`config.mk`:
```
export PLATFORM = sky130hd
export DESIGN_NAME = amo
export DESIGN_NICKNAME = d
export VERILOG_FILES = /design/src/rtl/a_ext_defs.sv /design/src/rtl/amo.sv
export SDC_FILE = /design/constraint.sdc
export NUM_CORES = 1
export LEC_CHECK = 0
export CORE_UTILIZATION = 60
export DETAILED_ROUTE_END_ITERATION = 6
export PLACE_DENSITY = 0.87
export SLEW_MARGIN = 20
export SYNTH_ARGS = -nofsm -noshare
export SYNTH_HDL_FRONTEND = slang
export SYNTH_SLANG_ARGS = --single-unit
export TNS_END_PERCENT = 1
```
`constraint.sdc`:
```
create_clock -name clk -period 20.9 [get_ports clk]
set_clock_uncertainty 0.15 [all_clocks]
set_input_delay 4.18 -clock clk [delete_from_list [all_inputs] [get_ports clk]]
set_output_delay 4.18 -clock clk [all_outputs]
set_load 0.02 [all_outputs]
```
`src/rtl/a_ext_defs.sv`:
```
// rtl/a_ext_defs.sv - shared types for the atomic memory operation unit
// Contents: amo_ops enum, LSU<->AMO data/control structs, FSM state enum,
//           and a helper that tells whether an operation touches memory.
package a_ext_defs;

   typedef enum logic [3:0] {
      AMO_OPS_NONE = 4'd0,
      AMO_OPS_LR   = 4'd1,
      AMO_OPS_SC   = 4'd2,
      AMO_OPS_SWAP = 4'd3,
      AMO_OPS_ADD  = 4'd4,
      AMO_OPS_XOR  = 4'd5,
      AMO_OPS_AND  = 4'd6,
      AMO_OPS_OR   = 4'd7,
      AMO_OPS_MIN  = 4'd8,
      AMO_OPS_MAX  = 4'd9,
      AMO_OPS_MINU = 4'd10,
      AMO_OPS_MAXU = 4'd11
   } type_amo_ops_e;

   typedef enum logic [1:0] {
      AMO_IDLE  = 2'd0,
      AMO_LOAD  = 2'd1,
      AMO_STORE = 2'd2,
      AMO_DONE  = 2'd3
   } type_amo_state_e;

   typedef struct packed {
      logic [31:0] r_data;
      logic [31:0] rs2_operand;
      logic [31:0] lsu_addr;
   } type_lsu2amo_data_s;

   typedef struct packed {
      logic          is_amo;
      type_amo_ops_e amo_ops;
      logic          ack;
   } type_lsu2amo_ctrl_s;

   typedef struct packed {
      logic [31:0] lsu_addr;
      logic [31:0] w_data;
      logic [31:0] rd_result;
   } type_amo2lsu_data_s;

   typedef struct packed {
      logic rd_req;
      logic wr_req;
      logic done;
   } type_amo2lsu_ctrl_s;

   // NONE and the unused encodings above MAXU complete without any access.
   function automatic logic is_mem_op(input type_amo_ops_e op);
      return (op >= AMO_OPS_LR) && (op <= AMO_OPS_MAXU);
   endfunction

endpackage

```
`src/rtl/amo.sv`:
```
// rtl/amo.sv - atomic memory operation sequencer (LR/SC and read-modify-write AMOs)
// Ports:
//   clk            - clock, rising edge
//   rst_n          - asynchronous reset, active high
//   lsu2amo_data_i - read data, rs2 operand, word address
//   lsu2amo_ctrl_i - start request, operation, memory acknowledge
//   amo2lsu_data_o - access address, store data, rd result
//   amo2lsu_ctrl_o - read request, write request, one-cycle done pulse
module amo
   import a_ext_defs::*;
(
   input  logic               clk,
   input  logic               rst_n,
   input  type_lsu2amo_data_s lsu2amo_data_i,
   input  type_lsu2amo_ctrl_s lsu2amo_ctrl_i,
   output type_amo2lsu_data_s amo2lsu_data_o,
   output type_amo2lsu_ctrl_s amo2lsu_ctrl_o
);

   type_amo_state_e state_ff;
   type_amo_ops_e   op_ff;
   logic [31:0]     addr_ff;
   logic [31:0]     rs2_ff;
   logic [31:0]     w_data_ff;
   logic [31:0]     rd_result_ff;
   logic            rd_req_ff;
   logic            wr_req_ff;
   logic            done_ff;

   logic            reservation_valid_ff;
   logic [31:0]     reservation_addr_ff;
   logic [31:0]     amo_buffer_data_ff;

   logic [31:0]     alu_res;
   logic            sc_success;

   // Read-modify-write result; ties on MIN/MAX keep the memory value.
   always_comb begin
      alu_res = lsu2amo_data_i.r_data;
      case (op_ff)
         AMO_OPS_SWAP: alu_res = rs2_ff;
         AMO_OPS_ADD:  alu_res = lsu2amo_data_i.r_data + rs2_ff;
         AMO_OPS_XOR:  alu_res = lsu2amo_data_i.r_data ^ rs2_ff;
         AMO_OPS_AND:  alu_res = lsu2amo_data_i.r_data & rs2_ff;
         AMO_OPS_OR:   alu_res = lsu2amo_data_i.r_data | rs2_ff;
         AMO_OPS_MIN:  alu_res = ($signed(rs2_ff) < $signed(lsu2amo_data_i.r_data)) ? rs2_ff : lsu2amo_data_i.r_data;
         AMO_OPS_MAX:  alu_res = ($signed(rs2_ff) > $signed(lsu2amo_data_i.r_data)) ? rs2_ff : lsu2amo_data_i.r_data;
         AMO_OPS_MINU: alu_res = (rs2_ff < lsu2amo_data_i.r_data) ? rs2_ff : lsu2amo_data_i.r_data;
         AMO_OPS_MAXU: alu_res = (rs2_ff > lsu2amo_data_i.r_data) ? rs2_ff : lsu2amo_data_i.r_data;
         default:      alu_res = lsu2amo_data_i.r_data;
      endcase
   end

   // SC also requires the memory word to still hold the value LR observed.
   assign sc_success = reservation_valid_ff && (reservation_addr_ff == addr_ff) &&
                       (amo_buffer_data_ff == lsu2amo_data_i.r_data);

   always_ff @(posedge clk or posedge rst_n) begin
      if (rst_n) begin
         state_ff             <= AMO_IDLE;
         op_ff                <= AMO_OPS_NONE;
         addr_ff              <= '0;
         rs2_ff               <= '0;
         w_data_ff            <= '0;
         rd_result_ff         <= '0;
         rd_req_ff            <= 1'b0;
         wr_req_ff            <= 1'b0;
         done_ff              <= 1'b0;
         reservation_valid_ff <= 1'b0;
         reservation_addr_ff  <= '0;
         amo_buffer_data_ff   <= '0;
      end else begin
         case (state_ff)
            AMO_IDLE: begin
               done_ff <= 1'b0;
               if (lsu2amo_ctrl_i.is_amo) begin
                  addr_ff <= lsu2amo_data_i.lsu_addr;
                  rs2_ff  <= lsu2amo_data_i.rs2_operand;
                  op_ff   <= lsu2amo_ctrl_i.amo_ops;
                  if (is_mem_op(lsu2amo_ctrl_i.amo_ops)) begin
                     rd_req_ff <= 1'b1;
                     state_ff  <= AMO_LOAD;
                  end else begin
                     rd_result_ff <= '0;
                     done_ff      <= 1'b1;
                     state_ff     <= AMO_DONE;
                  end
               end
            end
            AMO_LOAD: begin
               if (lsu2amo_ctrl_i.ack) begin
                  rd_req_ff <= 1'b0;
                  case (op_ff)
                     AMO_OPS_LR: begin
                        reservation_addr_ff  <= addr_ff;
                        amo_buffer_data_ff   <= lsu2amo_data_i.r_data;
                        reservation_valid_ff <= 1'b1;
                        rd_result_ff         <= lsu2amo_data_i.r_data;
                        done_ff              <= 1'b1;
                        state_ff             <= AMO_DONE;
                     end
                     AMO_OPS_SC: begin
                        reservation_valid_ff <= 1'b0;
                        if (sc_success) begin
                           w_data_ff    <= rs2_ff;
                           rd_result_ff <= '0;
                           wr_req_ff    <= 1'b1;
                           state_ff     <= AMO_STORE;
                        end else begin
                           rd_result_ff <= 32'd1;
                           done_ff      <= 1'b1;
                           state_ff     <= AMO_DONE;
                        end
                     end
                     default: begin
                        rd_result_ff <= lsu2amo_data_i.r_data;
                        w_data_ff    <= alu_res;
                        wr_req_ff    <= 1'b1;
                        state_ff     <= AMO_STORE;
                     end
                  endcase
               end
            end
            AMO_STORE: begin
               if (lsu2amo_ctrl_i.ack) begin
                  wr_req_ff <= 1'b0;
                  done_ff   <= 1'b1;
                  state_ff  <= AMO_DONE;
                  // Another hart-visible write to the reserved word breaks the reservation.
                  if ((op_ff != AMO_OPS_SC) && (addr_ff == reservation_addr_ff))
                     reservation_valid_ff <= 1'b0;
               end
            end
            default: begin
               done_ff  <= 1'b0;
               state_ff <= AMO_IDLE;
            end
         endcase
      end
   end

   assign amo2lsu_data_o.lsu_addr  = addr_ff;
   assign amo2lsu_data_o.w_data    = w_data_ff;
   assign amo2lsu_data_o.rd_result = rd_result_ff;
   assign amo2lsu_ctrl_o.rd_req    = rd_req_ff;
   assign amo2lsu_ctrl_o.wr_req    = wr_req_ff;
   assign amo2lsu_ctrl_o.done      = done_ff;

endmodule

```
### Word level (Yosys, flattened, before mapping)

Index checks and enable logic that the tools add are counted.

| storage, ports and cells | value |
|---|---|
| flip-flop bits (word level) | 202 |
| input bits | 104 |
| output and inout bits | 99 |
| logic and storage cells | 107 |

| cells by class | value |
|---|---|
| add/subtract/negate cells | 1 |
| magnitude comparators | 6 |
| equality and inequality tests | 28 |
| multiplexer cells | 40 |
| bitwise gates (word level) | 4 |
| reductions and logical operators | 16 |

Operator list:

| operator | count |
|---|---|
| $mux 32 | 9 |
| $pmux 32 s9 | 1 |
| $pmux 32 s2 | 2 |
| $eq 32x32->1 | 3 |
| $gt 32x32->1 | 2 |
| $lt 32x32->1 | 2 |
| $add 32x32->32 | 1 |
| $and 32x32->32 | 1 |
| $or 32x32->32 | 1 |
| $xor 32x32->32 | 1 |
| $eq 4x3->1 const B | 4 |
| $eq 4x4->1 const B | 4 |
| $ne 2x2->1 const B | 8 |
| $reduce_and 4->1 | 4 |
| $mux 1 | 15 |
| $pmux 1 s2 | 7 |
| $reduce_and 5->1 | 2 |
| $eq 4x2->1 const B | 2 |
| $mux 2 | 4 |
| $ne 3x3->1 const B | 2 |
| $pmux 2 s3 | 1 |
| $reduce_and 3->1 | 2 |
| $eq 4x1->1 const B | 1 |
| $ge 4x1->1 const B | 1 |
| other kinds (11) | 15 |

### Longest topological paths before layout

Gate-level depths: netlist of the first run.

| logic depth | value |
|---|---|
| word-level depth | 7 |
| mapped depth | 17 |
| depth with buffers taken out | 13 |

### Worst setup path after synthesis of the first run

OpenSTA, ideal clock, no wires.

| timing path | value |
|---|---|
| path type | input port to flip-flop |
| from | in lsu2amo_data_i[91] in the netlist's numbering |
| to | reg w_data_ff[20] |
| data arrival time | 6.920 ns |
| setup slack | 13.705 ns |
| cell stages on the path | 16 |
| cell sequence | inv_1 > ha_1 > buf_2 > inv_1 > a21oi_1 > o31ai_1 > a221oi_2 > o21ai_2 > or2_1 > buf_6 > o2111a_1 > or2_4 > buf_6 > a221o_1 > a211oi_2 > nor3_1 |

| on the way | value |
|---|---|
| word-level cells in the longest chain between the ends | 4 |
| elaborated cells between the ends (all ways) | 14 |
| classes of those cells | order compare (4); eq/ne (2); mux (6); reduce/logical (2) |

RTL lines:

| what | line | text |
|---|---|---|
| start, declared | amo.sv:14 | `input type_lsu2amo_data_s lsu2amo_data_i,` |
| $gt 32x32->1, or another cell as far along | amo.sv:49 | `AMO_OPS_MAXU: alu_res = (rs2_ff > lsu2amo_data_i.r_data) ? rs2_ff : lsu2amo_data_i.r_data;` |
| $mux 32, or another cell as far along | amo.sv:49 |  |
| $pmux 32 s9 / $ne 2x2->1 (equally long branches) | n/a |  |
| $pmux 32 s2 / $reduce_and 4->1 (equally long branches) | n/a |  |
| end signal, assigned | amo.sv:105 | `w_data_ff <= rs2_ff;` |
| end signal, assigned | amo.sv:117 | `w_data_ff <= alu_res;` |
| end, declared | amo.sv:24 | `logic [31:0] w_data_ff;` |

Several ways; a longest one is shown, not always the timed one.
A chain may end at the register's enable or synchronous reset.

### Final worst setup path of the first run

| timing path | value |
|---|---|
| from | in lsu2amo_data_i[69] in the netlist's numbering |
| to | reg w_data_ff[0] |

The elaborated chain is that of the path after synthesis.

==> results.sh, run 1 <==
export IMPL_synth_edff_count=0
export IMPL_grt_max_degree=127
export IMPL_r2r_cells=13
export IMPL_total_leakage_power_nw=7.09
export IMPL_synth_cell_type_count=62
export IMPL_tightest_slew_ns=1.17
export IMPL_die_y_um=151
export IMPL_clk_pin_slew_worst_paths_ns=0.06
export IMPL_diodes=0
export IMPL_slew_headroom_pct=21.8
export IMPL_avgViaCountPerCell=6.30
export IMPL_synth_seq_cells=202
export IMPL_synth_area_sq_um=13400
export IMPL_maxCapViolCount=0
export IMPL_gp_congestion=0.988
export IMPL_final_cells=1915
export IMPL_htree_levels=1
export IMPL_p_per_area_nw_per_um2=162
export IMPL_routedWlPerCell_um=21.8
export IMPL_power_total_mw=2.63
export IMPL_synth_ff_type="dfrtp_1"
export IMPL_synth_cells=1470
export IMPL_ant_nets=0
export IMPL_die_w_um=151
export IMPL_syn_nets=1675
export IMPL_cts_setup_buffers=0
export IMPL_rsz0062_at_grt="no"
export IMPL_antenna_found_initial=0
export IMPL_cts_hold_buf=0
export IMPL_clk_path_buf_depth=3
export IMPL_dieArea_sq_um=22900
export IMPL_cts_resized=0
export IMPL_fin_tns_setup_ns=0
export IMPL_fmax_mhz=114
export IMPL_insertion_delay_ns=0.53
export IMPL_hp_class="flop to flop"
export IMPL_portBuffers=202
export IMPL_core_sq_um=21800
export IMPL_num_vias=12100
export IMPL_worstSetupStartpointType="primary input"
export IMPL_dpl_cell_count=1876
export IMPL_stdcell_area_sq_um=16300
export IMPL_peakVddDrop_v=0.000118
export IMPL_slew_viol_final=0
export IMPL_area_delta_synth_final_pct=21.8
export IMPL_path_class="primary input to flop"
export IMPL_ff2ff_setup_slack_ns=16.04
export IMPL_pin_count=203
export IMPL_dp_hpwl_um=29100
export IMPL_routed_wl_um=41700
export IMPL_period_share_pct=42.0
export IMPL_status="completed"
export IMPL_cts_sinks=202
export IMPL_overflow=0
export IMPL_first_iter_violations=1041
export IMPL_cts_tree="built"
export IMPL_num_rows=54
export IMPL_cts_root_buf="clkbuf_16"
export IMPL_period_minus_slack_ns=8.77
export IMPL_cp_required_ns=21.11
export IMPL_hold_path_startpoint="rd_result_ff[17]"
export IMPL_yosys_warnings=0
export IMPL_cts_inserted_buffers=22
export IMPL_regToRegEndpoint="w_data_ff[0]"
export IMPL_r2r_start="rs2_ff[5]"
export IMPL_critPathArrivalTime_ns=8.98
export IMPL_start_util_pct=61.2
export IMPL_min_delay_path_depth=2
export IMPL_ys_seq_area_share_pct=37.9
export IMPL_drive_gt1_share_pct=11.8
export IMPL_setup_violations_final=0
export IMPL_finalHoldViolations=0
export IMPL_placed_area_sq_um=15500
export IMPL_grt_pass1_wl_um=64500
export IMPL_grt_use_total_pct=37.0
export IMPL_cp_max_fo=17
export IMPL_nets=1825
export IMPL_avgSynthCellArea_sq_um=9.08
export IMPL_crit_path_end_kind="flop"
export IMPL_whs_endpoint="rd_result_ff[17]"
export IMPL_drc=0
export IMPL_synthArstFlopShare_pct=100
export IMPL_drt_first_pass_iters=6
export IMPL_grt_pass1_vias=11900
-- registers in the layout, indices dropped and copies added, names as in the netlist --
signal / flops
addr_ff: 32
w_data_ff: 32
done_ff: 1
rd_req_ff: 1
amo_buffer_data_ff: 32
reservation_addr_ff: 32
reservation_valid_ff: 1
wr_req_ff: 1
state_ff: 2
op_ff: 4
rd_result_ff: 32
rs2_ff: 32
-- per-stage QoR --
| step | utilization, % | setup slack (ns) | hold slack (ns) |
|---|---|---|---|
| 6_report | 74.5 | 12.13 | 0.325 |
| 4_1_cts | 74.5 | 12.31 | 0.333 |
| 3_3_place_gp | 71.0 | 11.96 | 0.312 |
| 3_5_place_dp | 71.0 | 11.76 | 0.319 |
| 2_1_floorplan | - | 11.06 | 0.319 |
| 5_1_grt | 74.5 | 11.85 | 0.359 |
-- layer usage --
layer | global-route usage (%) | vias to the layer above | share of wire (%) | wire [um]
met2 | 56.7 | 633 | 45 | 18800
met3 | 9.34 | 120 | 9.9 | 4120
met4 | 17.5 | 0 | 4.4 | 1840
met1 | 49.1 | 5849 | 41 | 16900
li1 | - | 5471 | - | -
met5 | 0 | - | 0 | 0
-- worst max-delay path: stages --
cell and delay (ns):
clkdlybuf4s50_1 0.59, inv_1 0.13, ha_1 0.44, nor4_1 0.48, nand3_1 0.19, a21oi_1 0.19, a21oi_1 0.06, a31oi_1 0.25
or2_1 0.32, a21oi_1 0.33, nor2_1 0.39, nand2_1 0.74, a221oi_1 0.50, o221ai_1 0.17
-- layout by cell type, fill, tap and decap left out, types with 14 or more instances in the layout --
cell | Yosys | final
xor2_1 | 19 | 19
nand4_1 | 21 | 21
nand2_1 | 164 | 163
clkbuf_16 | 0 | 22
a21oi_1 | 92 | 91
mux2_2 | 102 | 102
nor2b_1 | 15 | 15
dfrtp_1 | 202 | 202
nand3_1 | 30 | 30
a31oi_1 | 21 | 21
buf_4 | 4 | 14
a221oi_1 | 17 | 17
nor2_1 | 65 | 62
ha_1 | 100 | 100
inv_1 | 100 | 99
xnor2_1 | 69 | 69
o21ai_0 | 151 | 151
clkdlybuf4s50_1 | 0 | 202
o211ai_1 | 20 | 20
-- final cells by class --
class / count / area, sq um
Inverter: 104 / 398
Fill cell: 1521 / 5560
Tap cell: 280 / 350
Timing Repair Buffer: 216 / 2130
Clock inverter: 8 / 108
Multi-Input combinational cell: 1074 / 7570
Clock buffer: 31 / 654
Sequential cell: 202 / 5050
-- synth_stat cells (10+ instances only) --
cell      instances  area share (%)
a211oi_1         12            0.67
a21o_1           12            0.67
a21oi_1          92             3.4
a221oi_1         17             1.1
a31oi_1          21            0.98
buf_1            10            0.28
clkbuf_1         65             1.8
dfrtp_1         202              38
ha_1            100             9.4
inv_1           100             2.8
mux2_2          102             8.6
nand2_1         164             4.6
nand3_1          30             1.1
nand4_1          21            0.98
nor2_1           65             1.8
nor2b_1          15            0.70
nor3_1           14            0.52
nor4_1           13            0.61
o211ai_1         20             1.1
o21ai_0         151             5.7
o21bai_1         12            0.67
o221ai_1         11            0.72
xnor2_1          69             4.5
xor2_1           19             1.2
-- power by group --
group | internal (mW) | leakage, nW | switching, mW
combinational | 0.625 | 4.17 | 0.877
clock | 0.243 | 0.375 | 0.164
sequential | 0.550 | 2.55 | 0.172
-- worst max-delay path by stage --
stage	from	end	slack, ns
5_1_grt	lsu2amo_data_i[69]	w_data_ff[2]	11.85
4_1_cts	lsu2amo_data_i[78]	w_data_ff[2]	12.31
3_5_place_dp	lsu2amo_data_i[78]	w_data_ff[0]	11.76
2_1_floorplan	rst_n	addr_ff[0]	11.06
3_3_place_gp	lsu2amo_data_i[95]	w_data_ff[2]	11.96
6_report	lsu2amo_data_i[69]	w_data_ff[0]	12.13
-- cells by family (layout without fill, tap and decap cells) --
group / Yosys count / in the layout / synth area share (%)
compound gates: 418 / 418 / 19.8
xor+xnor: 88 / 88 / 5.77
fa+ha+maj: 101 / 101 / 9.52
buf+inv: 194 / 359 / 5.76
flops: 202 / 202 / 37.9
mux: 107 / 107 / 8.98
simple gates: 360 / 360 / 12.3
(Power assumes the default switching activity.)
==> run 2, diff against run 1 <==
- CORE_UTILIZATION: 60 -> 55
- PLACE_DENSITY: 0.87 -> 0.81
- clock period: 20.9 -> 9.13 ns (I/O delays scaled with it)
==> run 2 against run 1 <==
  * Non-clock buffer count is the same
  * Flip-flop and latch count unchanged
  * Critical path type unchanged
  * Total power is 130% higher
  * Clock power up 120%
  * Critical path depth stayed put
  * Critical endpoint is now w_data_ff[2]
  * Clock-buffer cell count grew 2
==> results.sh, run 2 (synthesis gave the netlist of run 1 again) <==
export IMPL_status="completed"
export IMPL_antenna_found_initial=0
export IMPL_drc=0
export IMPL_worst_path_buf_inv=2
export IMPL_slew_viol_final=0
export IMPL_area_delta_synth_final_pct=21.8
export IMPL_setup_violations_final=0
export IMPL_rsz0062_at_grt="no"
export IMPL_die_y_um=158
export IMPL_htree_levels=1
export IMPL_hp_class="flop to flop"
export IMPL_cts_inserted_buffers=23
export IMPL_power_total_mw=5.96
export IMPL_min_delay_path_depth=2
export IMPL_critPathArrivalTime_ns=6.73
export IMPL_die_w_um=158
export IMPL_clk_path_buf_depth=3
export IMPL_preCtsSetupSlack_ns=2.22
export IMPL_routed_wl_um=41600
export IMPL_grt_pass1_wl_um=64500
export IMPL_insertion_delay_ns=0.53
export IMPL_clk_pin_slew_worst_paths_ns=0.06
export IMPL_r2r_cells=11
export IMPL_crit_path_end_kind="flop"
export IMPL_core_sq_um=23600
export IMPL_finalHoldViolations=0
export IMPL_gp_congestion=0.955
export IMPL_avgViaCountPerCell=6.09
export IMPL_dp_hpwl_um=29300
export IMPL_final_cell_mix="202 x dfrtp_1, 202 x clkdlybuf4s50_1, 163 x nand2_1, 151 x o21ai_0, 102 x mux2_2"
export IMPL_fmax_mhz=154
export IMPL_slowest_stage="nand2_1"
export IMPL_num_vias=11900
export IMPL_drive_gt1_share_pct=11.5
export IMPL_overflow=0
export IMPL_cts_hold_buf=0
export IMPL_crit_chain="clkdlybuf4s50_1 > inv_1 > ha_1 > nor4_1 > nand3_1 > a21oi_1 > a21oi_1 > a31oi_1 > or2_1 > a21oi_1 > nor2_1 > nand2_1 > a221oi_1 > o221ai_1"
export IMPL_grt_max_degree=135
export IMPL_worstSetupStartpointType="primary input"
export IMPL_pin_count=203
export IMPL_period_share_pct=71.3
export IMPL_routedWlPerCell_um=21.3
export IMPL_grt_use_total_pct=33.8
export IMPL_dpl_cell_count=1915
export IMPL_dieArea_sq_um=24900
export IMPL_diodes=0
export IMPL_slowest_delay_ns=0.75
export IMPL_cts_setup_buffers=0
export IMPL_maxCapViolCount=0
export IMPL_first_iter_violations=1015
export IMPL_final_cells=1954
export IMPL_nets=1826
export IMPL_path_class="primary input to flop"
export IMPL_peakVddDrop_v=0.000307
export IMPL_fin_ws_ns=2.62
export IMPL_total_leakage_power_nw=7.07
export IMPL_cts_resized=0
export IMPL_cts_tree="built"
export IMPL_finalCoreUtilization_pct=68.8
export IMPL_cp_top_family="simple AND/OR/NAND/NOR gates"
export IMPL_period_minus_slack_ns=6.51
export IMPL_grt_pass1_vias=11800
export IMPL_path_depth=14
export IMPL_cp_required_ns=9.35
export IMPL_slew_headroom_pct=23.7
export IMPL_cts_root_buf="clkbuf_16"
export IMPL_start_util_pct=56.5
export IMPL_fin_tns_setup_ns=0
export IMPL_cp_max_fo=17
export IMPL_cts_sinks=202
export IMPL_tightest_slew_ns=1.14
export IMPL_ant_nets=0
export IMPL_num_rows=56
export IMPL_cp_common_cell="a21oi_1"
export IMPL_portBuffers=202
export IMPL_drt_first_pass_iters=5
export IMPL_p_per_area_nw_per_um2=367
## run 2: where the power goes
part           internal, mW  switching [mW]
clock                 0.515           0.376
sequential             1.26           0.392
combinational          1.43            1.99
total                  3.21            2.75
## run 2: final cells by class
cell class	count	area, sq um
Sequential cell	202	5050
Clock inverter	6	58.8
Multi-Input combinational cell	1074	7570
Clock buffer	33	643
Timing Repair Buffer	216	2130
Tap cell	319	399
Fill cell	1874	7360
Inverter	104	398
## run 2: final timing paths
path,slack [ns],to,from
worst max-delay path,2.62,w_data_ff[2],lsu2amo_data_i[68]
worst min-delay path,0.33,rd_result_ff[18],rd_result_ff[18]
worst max register to register,4.09,w_data_ff[2],rs2_ff[22]
worst min register to register,0.33,rd_result_ff[18],rd_result_ff[18]
max in group asynchronous,5.80,done_ff,rst_n
min in group asynchronous,1.64,rs2_ff[25],rst_n
## run 2: per-stage QoR
stage               instance area [sq um]  hold slack (ns)
floorplan                           13400            0.319
global placement                    15500            0.313
detailed placement                  15500            0.321
CTS                                 16300            0.334
global route                        16300            0.349
finish                              16300            0.326
## run 2: worst min-delay path, stage by stage (launching register included)
cell     delay, ns
dfrtp_1       0.34
nand2_1       0.04
o21ai_0       0.06
## run 2: metal layers
metal,wire length (um),track usage (%),share of wire (%)
met5,0,0,0
met4,1460,12.5,3.5
met3,3700,6.95,8.9
met2,18500,52.8,44
met1,17900,46.1,43
